$ cat src/rtl/tomasulo_rob.sv
// -----------------------------------------------------------------------------
// tomasulo_rob -- parametrised reorder buffer for the Tomasulo core.
//
// Dispatch allocates entries at the tail and receives the granted tag. The
// functional units write results back over CDB_PORTS common-data-bus ports.
// Entries retire in order from the head through a ready/valid handshake toward
// the ARF/RAT. A flush discards every in-flight entry.
//
// Optional feature macro: CDB_BYPASS_EN
//   defined   : the rd lookup port also sees a CDB result written in the same
//               cycle (lowest-numbered port wins).
//   undefined : the rd lookup port reflects registered state only.
//
// Ports
//   clk1          clock; all state updates happen on its rising edge
//   rst           synchronous, active-high reset
//   alloc_valid   dispatch requests a new entry
//   alloc_dest    destination register of the allocated instruction
//   alloc_ready   an entry is available (= !full)
//   alloc_tag     tag granted this cycle (= tail pointer)
//   cdb_valid     per-port result valid
//   cdb_tag       per-port result tag; port p at [p*TAG_W +: TAG_W]
//   cdb_data      per-port result data; port p at [p*DATA_W +: DATA_W]
//   commit_valid  head entry is done and may retire
//   commit_ready  ARF/RAT accepts the retirement
//   commit_tag    head tag
//   commit_dest   head destination register
//   commit_data   head result
//   rd_tag        operand lookup tag from dispatch
//   rd_ready      looked-up entry is valid and done
//   rd_data       looked-up entry data
//   flush         discard all in-flight entries
//   count         occupied entries (0..ROB_DEPTH)
//   empty, full   count==0 / count==ROB_DEPTH
// -----------------------------------------------------------------------------
module tomasulo_rob #(
  parameter int ROB_DEPTH = 8,
  parameter int TAG_W     = 3,
  parameter int DATA_W    = 32,
  parameter int REG_W     = 5,
  parameter int CDB_PORTS = 2
) (
  input  logic                        clk1,
  input  logic                        rst,
  input  logic                        alloc_valid,
  input  logic [REG_W-1:0]            alloc_dest,
  output logic                        alloc_ready,
  output logic [TAG_W-1:0]            alloc_tag,
  input  logic [CDB_PORTS-1:0]        cdb_valid,
  input  logic [CDB_PORTS*TAG_W-1:0]  cdb_tag,
  input  logic [CDB_PORTS*DATA_W-1:0] cdb_data,
  output logic                        commit_valid,
  input  logic                        commit_ready,
  output logic [TAG_W-1:0]            commit_tag,
  output logic [REG_W-1:0]            commit_dest,
  output logic [DATA_W-1:0]           commit_data,
  input  logic [TAG_W-1:0]            rd_tag,
  output logic                        rd_ready,
  output logic [DATA_W-1:0]           rd_data,
  input  logic                        flush,
  output logic [TAG_W:0]              count,
  output logic                        empty,
  output logic                        full
);

  localparam logic [TAG_W-1:0] TAG_ZERO = {TAG_W{1'b0}};
  localparam logic [TAG_W-1:0] TAG_ONE  = TAG_W'(1);
  localparam logic [TAG_W:0]   CNT_ZERO = {(TAG_W+1){1'b0}};
  localparam logic [TAG_W:0]   CNT_ONE  = (TAG_W+1)'(1);
  localparam logic [TAG_W:0]   CNT_FULL = (TAG_W+1)'(ROB_DEPTH);

  // Entry storage
  logic              entry_valid [ROB_DEPTH];
  logic              entry_done  [ROB_DEPTH];
  logic [REG_W-1:0]  entry_dest  [ROB_DEPTH];
  logic [DATA_W-1:0] entry_data  [ROB_DEPTH];

  logic [TAG_W-1:0]  head;
  logic [TAG_W-1:0]  tail;
  logic [TAG_W:0]    occ;

  // Per-entry view of this cycle's CDB traffic, already resolved by port priority
  logic              cdb_hit   [ROB_DEPTH];
  logic [DATA_W-1:0] cdb_wdata [ROB_DEPTH];

  logic alloc_fire;
  logic commit_fire;

  assign full        = (occ == CNT_FULL);
  assign empty       = (occ == CNT_ZERO);
  assign count       = occ;
  assign alloc_ready = !full;
  assign alloc_tag   = tail;

  // A full ROB refuses allocation even if the head retires this same cycle.
  assign alloc_fire  = alloc_valid && !full;

  assign commit_valid = entry_valid[head] && entry_done[head];
  assign commit_tag   = head;
  assign commit_dest  = entry_dest[head];
  assign commit_data  = entry_data[head];
  assign commit_fire  = commit_valid && commit_ready;

  // Resolve CDB ports onto entries; ports are scanned high to low so the
  // lowest-numbered port matching a tag overrides the others.
  always_comb begin
    for (int i = 0; i < ROB_DEPTH; i++) begin
      cdb_hit[i]   = 1'b0;
      cdb_wdata[i] = {DATA_W{1'b0}};
      for (int p = CDB_PORTS - 1; p >= 0; p--) begin
        if (cdb_valid[p] && (cdb_tag[p*TAG_W +: TAG_W] == TAG_W'(i))) begin
          cdb_hit[i]   = 1'b1;
          cdb_wdata[i] = cdb_data[p*DATA_W +: DATA_W];
        end else begin
          cdb_hit[i]   = cdb_hit[i];
          cdb_wdata[i] = cdb_wdata[i];
        end
      end
    end
  end

  // Operand lookup port, optionally bypassing a same-cycle CDB result
  always_comb begin
    rd_ready = entry_valid[rd_tag] && entry_done[rd_tag];
    rd_data  = entry_data[rd_tag];
`ifdef CDB_BYPASS_EN
    if (cdb_hit[rd_tag] && entry_valid[rd_tag] && !entry_done[rd_tag]) begin
      rd_ready = 1'b1;
      rd_data  = cdb_wdata[rd_tag];
    end else begin
      rd_ready = rd_ready;
      rd_data  = rd_data;
    end
`endif
  end

  // Entry state, pointers and occupancy; reset and flush clear everything.
  // Commit and allocate never touch the same slot: head==tail with entries
  // in flight only happens when full, and then allocation is refused.
  always_ff @(posedge clk1) begin
    if (rst || flush) begin
      for (int i = 0; i < ROB_DEPTH; i++) begin
        entry_valid[i] <= 1'b0;
        entry_done[i]  <= 1'b0;
        entry_dest[i]  <= {REG_W{1'b0}};
        entry_data[i]  <= {DATA_W{1'b0}};
      end
      head <= TAG_ZERO;
      tail <= TAG_ZERO;
      occ  <= CNT_ZERO;
    end else begin
      // Completion: only valid, not-yet-done entries accept a result. A
      // committing head is already done, so it never takes a write here.
      for (int i = 0; i < ROB_DEPTH; i++) begin
        if (cdb_hit[i] && entry_valid[i] && !entry_done[i]) begin
          entry_done[i] <= 1'b1;
          entry_data[i] <= cdb_wdata[i];
        end
      end

      if (commit_fire) begin
        entry_valid[head] <= 1'b0;
        entry_done[head]  <= 1'b0;
        head              <= head + TAG_ONE;
      end

      if (alloc_fire) begin
        entry_valid[tail] <= 1'b1;
        entry_done[tail]  <= 1'b0;
        entry_dest[tail]  <= alloc_dest;
        tail              <= tail + TAG_ONE;
      end

      case ({alloc_fire, commit_fire})
        2'b10:   occ <= occ + CNT_ONE;
        2'b01:   occ <= occ - CNT_ONE;
        default: occ <= occ;
      endcase
    end
  end

endmodule

$ cat config.mk
export PLATFORM = sky130hd
export DESIGN_NAME = tomasulo_rob
export DESIGN_NICKNAME = d
export VERILOG_FILES = /design/src/rtl/tomasulo_rob.sv
export SDC_FILE = /design/constraint.sdc
export NUM_CORES = 1
export LEC_CHECK = 0
export ABC_CLOCK_PERIOD_IN_PS = 4700
export BUFFER_PORTS_ARGS = -buffer_cell sky130_fd_sc_hd__buf_2
export CORE_MARGIN = 3
export CORE_UTILIZATION = 50
export DETAILED_ROUTE_END_ITERATION = 6
export GPL_TIMING_DRIVEN = 0
export PLACE_DENSITY_LB_ADDON = 0.25
export SETUP_SLACK_MARGIN = 0.2
export SYNTH_ARGS = -nofsm -noshare
export SYNTH_HDL_FRONTEND = slang
export SYNTH_SLANG_ARGS = --single-unit
$ cat constraint.sdc
create_clock -name clk1 -period 4.7 [get_ports clk1]
set_clock_uncertainty 0.15 [all_clocks]
set_input_delay 1.41 -clock clk1 [delete_from_list [all_inputs] [get_ports clk1]]
set_output_delay 1.41 -clock clk1 [all_outputs]
set_load 0.02 [all_outputs]
======== Word-level counts from Yosys, hierarchy flattened ========
Memory sizes are Yosys's and may differ from the RTL's. A register that Yosys moved wholly into a read port is not among the register bits.
Cells that the tools add are included.
storage, ports and cells
  bits in read-only memories .............. 0
  input port bits ......................... 85
  bits in latches ......................... 0
  logic and storage cells ................. 195
  memories ................................ 4
  bits in registers ....................... 10
  memory bits (writable) .................. 312
  output and inout bits ................... 84
memories
  memory       depth  width  rd ports  clocked after Yosys merged registers in  write ports  RTL line  RTL
  entry_data   8      32     2         1                                        8            76        logic [DATA_W-1:0] entry_data [ROB_DEPTH];
  entry_dest   8      5      1         1                                        8            75        logic [REG_W-1:0] entry_dest [ROB_DEPTH];
  entry_done   8      1      10        1                                        10           74        logic entry_done [ROB_DEPTH];
  entry_valid  8      1      10        1                                        8            73        logic entry_valid [ROB_DEPTH];
operators by class
  mux-type cells .......................... 98
  order comparisons ....................... 0
  shifts and indexed selects .............. 0
  $mul .................................... 0
  reductions and logical operators ........ 53
  eq/ne operators ......................... 17
  bitwise operators ....................... 16
  divide/modulo/power cells ............... 0
  add/subtract/negate cells ............... 4
operators by type and width
  operator               number
  $mux W32               24
  $mux W1                61
  $logic_and A1 B1 Y1    36
  $mux W3                11
  $eq A3 B3 Y1 const B   8
  $or A1 B1 Y1           16
  $eq A3 B2 Y1 const B   4
  $logic_not A1 Y1       9
  $pmux W4 S2            1
  $add A3 B1 Y3 const B  2
  $eq A3 B1 Y1 const B   2
  $logic_not A3 Y1       2
  $mux W5                1
  $reduce_or A5 Y1       1
  $add A4 B1 Y4 const B  1
  $eq A4 B4 Y1 const B   1
  $logic_not A4 Y1       1
  $sub A4 B1 Y4 const B  1
  $eq A2 B1 Y1 const B   1
  $eq A2 B2 Y1 const B   1
  $reduce_bool A2 Y1     1
  $reduce_or A1 Y1       2
  $logic_or A1 B1 Y1     1

======== Logic depth before layout (Yosys ltp) ========
  depth in word-level cells ............... 10
  gate-level depth with buffers ........... 11
  gate-level depth less buffers ........... 10

======== Worst setup path before layout ========
OpenSTA, ideal clock, no wires.
  path type ............................... input to register
  from .................................... input port cdb_tag[1]
  to ...................................... memory entry_data[5][0], enable pin
  slack ................................... -0.314 ns
  stages on the path ...................... 5
  library setup time ...................... 0.466 ns
  data arrival time ....................... 4.399 ns
  data required time ...................... 4.084 ns
  buffers on the path ..................... 1
  cell sequence ........................... buf_2 nand4b_1 a21boi_1 inv_1 o21ai_0
RTL lines
  what         RTL line  RTL
  from (decl)  50        input logic [CDB_PORTS*TAG_W-1:0] cdb_tag,
  to (decl)    76

======== Worst setup path in the final report ========
  from .................................... input port rd_tag[2]
  to ...................................... output port rd_data[1]
between the ends
  word-level cells in the longest chain between the ends .. 1
ends and longest elaborated chain
  what            RTL line  RTL
  from (decl)     57        input logic [TAG_W-1:0] rd_tag,
  $mem_v2 Z8 W32  -
  to (decl)       59        output logic [DATA_W-1:0] rd_data,
No other way between the ends.

==> flow_metrics.tcl <==
set metrics [dict create \
    finalSetupViolations 0 \
    die_area_um2 40700 \
    pwr-share-clk_pct 42.8 \
    startpoint "rd_tag[2]" \
    peakVddDrop_mv 0.227 \
    slew_viol_final 0 \
    htreeDepth 2 \
    ys_types 63 \
    synth_area_um2 19100 \
    synth_largest_area_cell "edfxtp_1" \
    overflow 0 \
    synth_area_leaders "edfxtp_1 (46%), mux4_2 (17%), nand2_1 (6.7%)" \
    leakage_uw 0.00802 \
    seq_area_um2 9470 \
    drive_gt1_share_pct 27.7 \
    syn_area_per_cell_um2 11.6 \
    period_minus_slack_ns 4.48 \
    power_switching_uw 1770 \
    insertion_delay_ns 0.55 \
    die_w_um 202 \
    port_buffers 100 \
    yosysTopAreaCellShare_pct 46.4 \
    first_iter_violations 2088 \
    synth_edf_count 296 \
    vias 15343 \
    final_nets 1888 \
    finalCritPeriodShare_pct 95.4 \
    cts_made_buffers 38 \
    ant_nets 0 \
    start_util_pct 50.8 \
    dp.cells 2268 \
    cpPeakStageDelay_ns 0.47 \
    combPwrFrac_pct 10.6 \
    grt_pass1_wl_um 92800 \
    violations "DRC" \
    clockBufferDepth 3 \
    grt_usage_pct 30.4 \
    min_path_type "reg2reg" \
    cp_max_fo 10 \
    sequentialPowerShare_pct 46.6 \
    area_growth_pct 14.2 \
    status "complete, but fails checks" \
    power.internal_uw 5370 \
    p_sw_share_pct 24.8 \
    synthCells 1650 \
    rows 71 \
    rsz0062_at_grt "no" \
    antenna_found_initial 9 \
    grt_pass1_vias 15203 \
    gp_congestion 0.914 \
    coreArea_um2 37700 \
    worstPathArrival_ns 2.92 \
    hpwl_um 41800 \
    syn-num-nets 1741 \
    synth_common_cells "nand2_1 (342), edfxtp_1 (296), a21oi_1 (143)" \
    die_h_um 202 \
    required_ns 3.14 \
    critPathKind "in2out" \
    yosysWarnings 0 \
    cts_root_buffer "clkbuf_16" \
    max_freq_ghz 0.223 \
    min-delay-start "count[3]$_SDFFE_PN0P_" \
    startpoint_type "input pin" \
    synth-async-reset-ratio_pct 0 \
    drt_wl_total_um 63300 \
    worstPathCellList "buf_1 > buf_2 > mux2_2 > buf_2" \
    synth-main-ff-cell "edfxtp_1" \
    drt-vias-per-instance 6.55 \
    ys_ff_latch 325 \
    multiInputGateArea_um2 8750 \
    final_util_pct 58.1 \
    io_pins 169 \
    endpoint_kind "primary output" \
    grt_max_degree 33 \
    routedWlPerCell_um 27.0 \
    detail_route.first_pass.iterations 7 \
    crit_slowest_cell "buf_2" \
    cts.sinks 325 \
    post-synth-top-count-cell "nand2_1" \
    yosysSeqAreaShare_pct 49.5 \
    max_slew_margin_pct 12.7 \
    drc_errors 1 \
    path_clk_slew_ns 0.06 \
    hold_slack_ns 0.369 \
    power_density_nw_per_um2 326 \
    fill_cells 3101 \
    tritoncts "built" \
    hold_viol 0 \
    worst_path_most_repeated_cell "buf_2" \
    stdcell_count 2344 \
    worst_slew_pin_slew_ns 1.31 \
    cap_violations 0 \
]
==> sequential cells by signal, indices dropped and copies added, names as in the netlist, named ones only <==
signal / count
entry_done: 8
commit_tag: 3
count: 4
entry_valid: 8
alloc_tag: 3
entry_dest: 40
entry_data: 256
==> placed cells by master (no fill, tap or decap), drive strengths merged, types with 13 or more instances in the layout <==
master  count
clkinv     20
mux4      142
dfxtp      29
edfxtp    296
nand2     342
clkbuf    165
and2       41
mux2       71
a21oi     173
o21ai      13
buf       188
a22oi      96
nor2      111
inv        16
==> critical path, delay by kind of cell <==
| kind | cells | cell delay [ns] |
|---|---|---|
| multiplexers | 1 | 0.42 |
| buffers and inverters | 3 | 1.09 |
==> per-layer routing <==
metal | up-vias | part of all wire, % | track usage (%) | wire length, µm
li1 | 6442 | - | - | -
met1 | 7488 | 37 | 41.4 | 23500
met2 | 1211 | 46 | 47.9 | 29300
met3 | 196 | 12 | 6.91 | 7880
met4 | 6 | 4.1 | 12.1 | 2620
met5 | - | 0.044 | 0 | 28
==> power by group through the flow <==
stage,combinational [µW],sequential (µW),clock (µW)
after CTS,747,3330,3050
after global routing,799,3340,3160
after detailed placement,738,3390,0
final,760,3330,3050
after global placement,705,3380,0
after floorplan,488,3360,0
==> layout make-up <==
class | instances | area share (%)
antenna | 6 | 0.0687
buffer | 205 | 4.69
clock buffer | 42 | 4.42
inverter | 14 | 0.240
multi-input combinational | 1106 | 40.0
timing repair buffer | 107 | 3.00
sequential | 325 | 43.3
clock inverter | 28 | 1.36
tap | 511 | 2.92
==> through the flow <==
step	worst slack [ns]	power [µW]	instance area (µm²)	TNS, ns
after floorplan	0.272	3850	19100	0
after global placement	-1.37	4090	20300	-195.94
after detailed placement	-0.383	4120	20500	-11.09
after CTS	0.209	7130	21800	0
after global routing	0.193	7300	21900	0
final	0.216	7140	21900	0
==> what timing repair did <==
item | 4_1_cts | 5_1_grt
buffers inserted | 0 | 0
endpoints found under the setup margin | 70 | 36
resized for setup | 39 | 8
hold buffers | 0 | 0
==> cell families after synthesis <==
logic type      synth area share, %
compound gates                 10.5
xor+xnor                      0.183
fa+ha+maj                     0.431
buf+inv                        5.19
flops                          49.5
mux                            21.2
simple gates                   13.0
==> path summary, 6_finish.rpt <==
check	slack [ns]	endpoint	cells after the start
worst min register to register	0.37	count[3]$_SDFFE_PN0P_	2
worst max register to register	1.48	count[3]$_SDFFE_PN0P_	10
worst min-delay path	0.37	count[3]$_SDFFE_PN0P_	2
worst max-delay path	0.22	rd_data[1]	4
(Power assumes the default switching activity.)
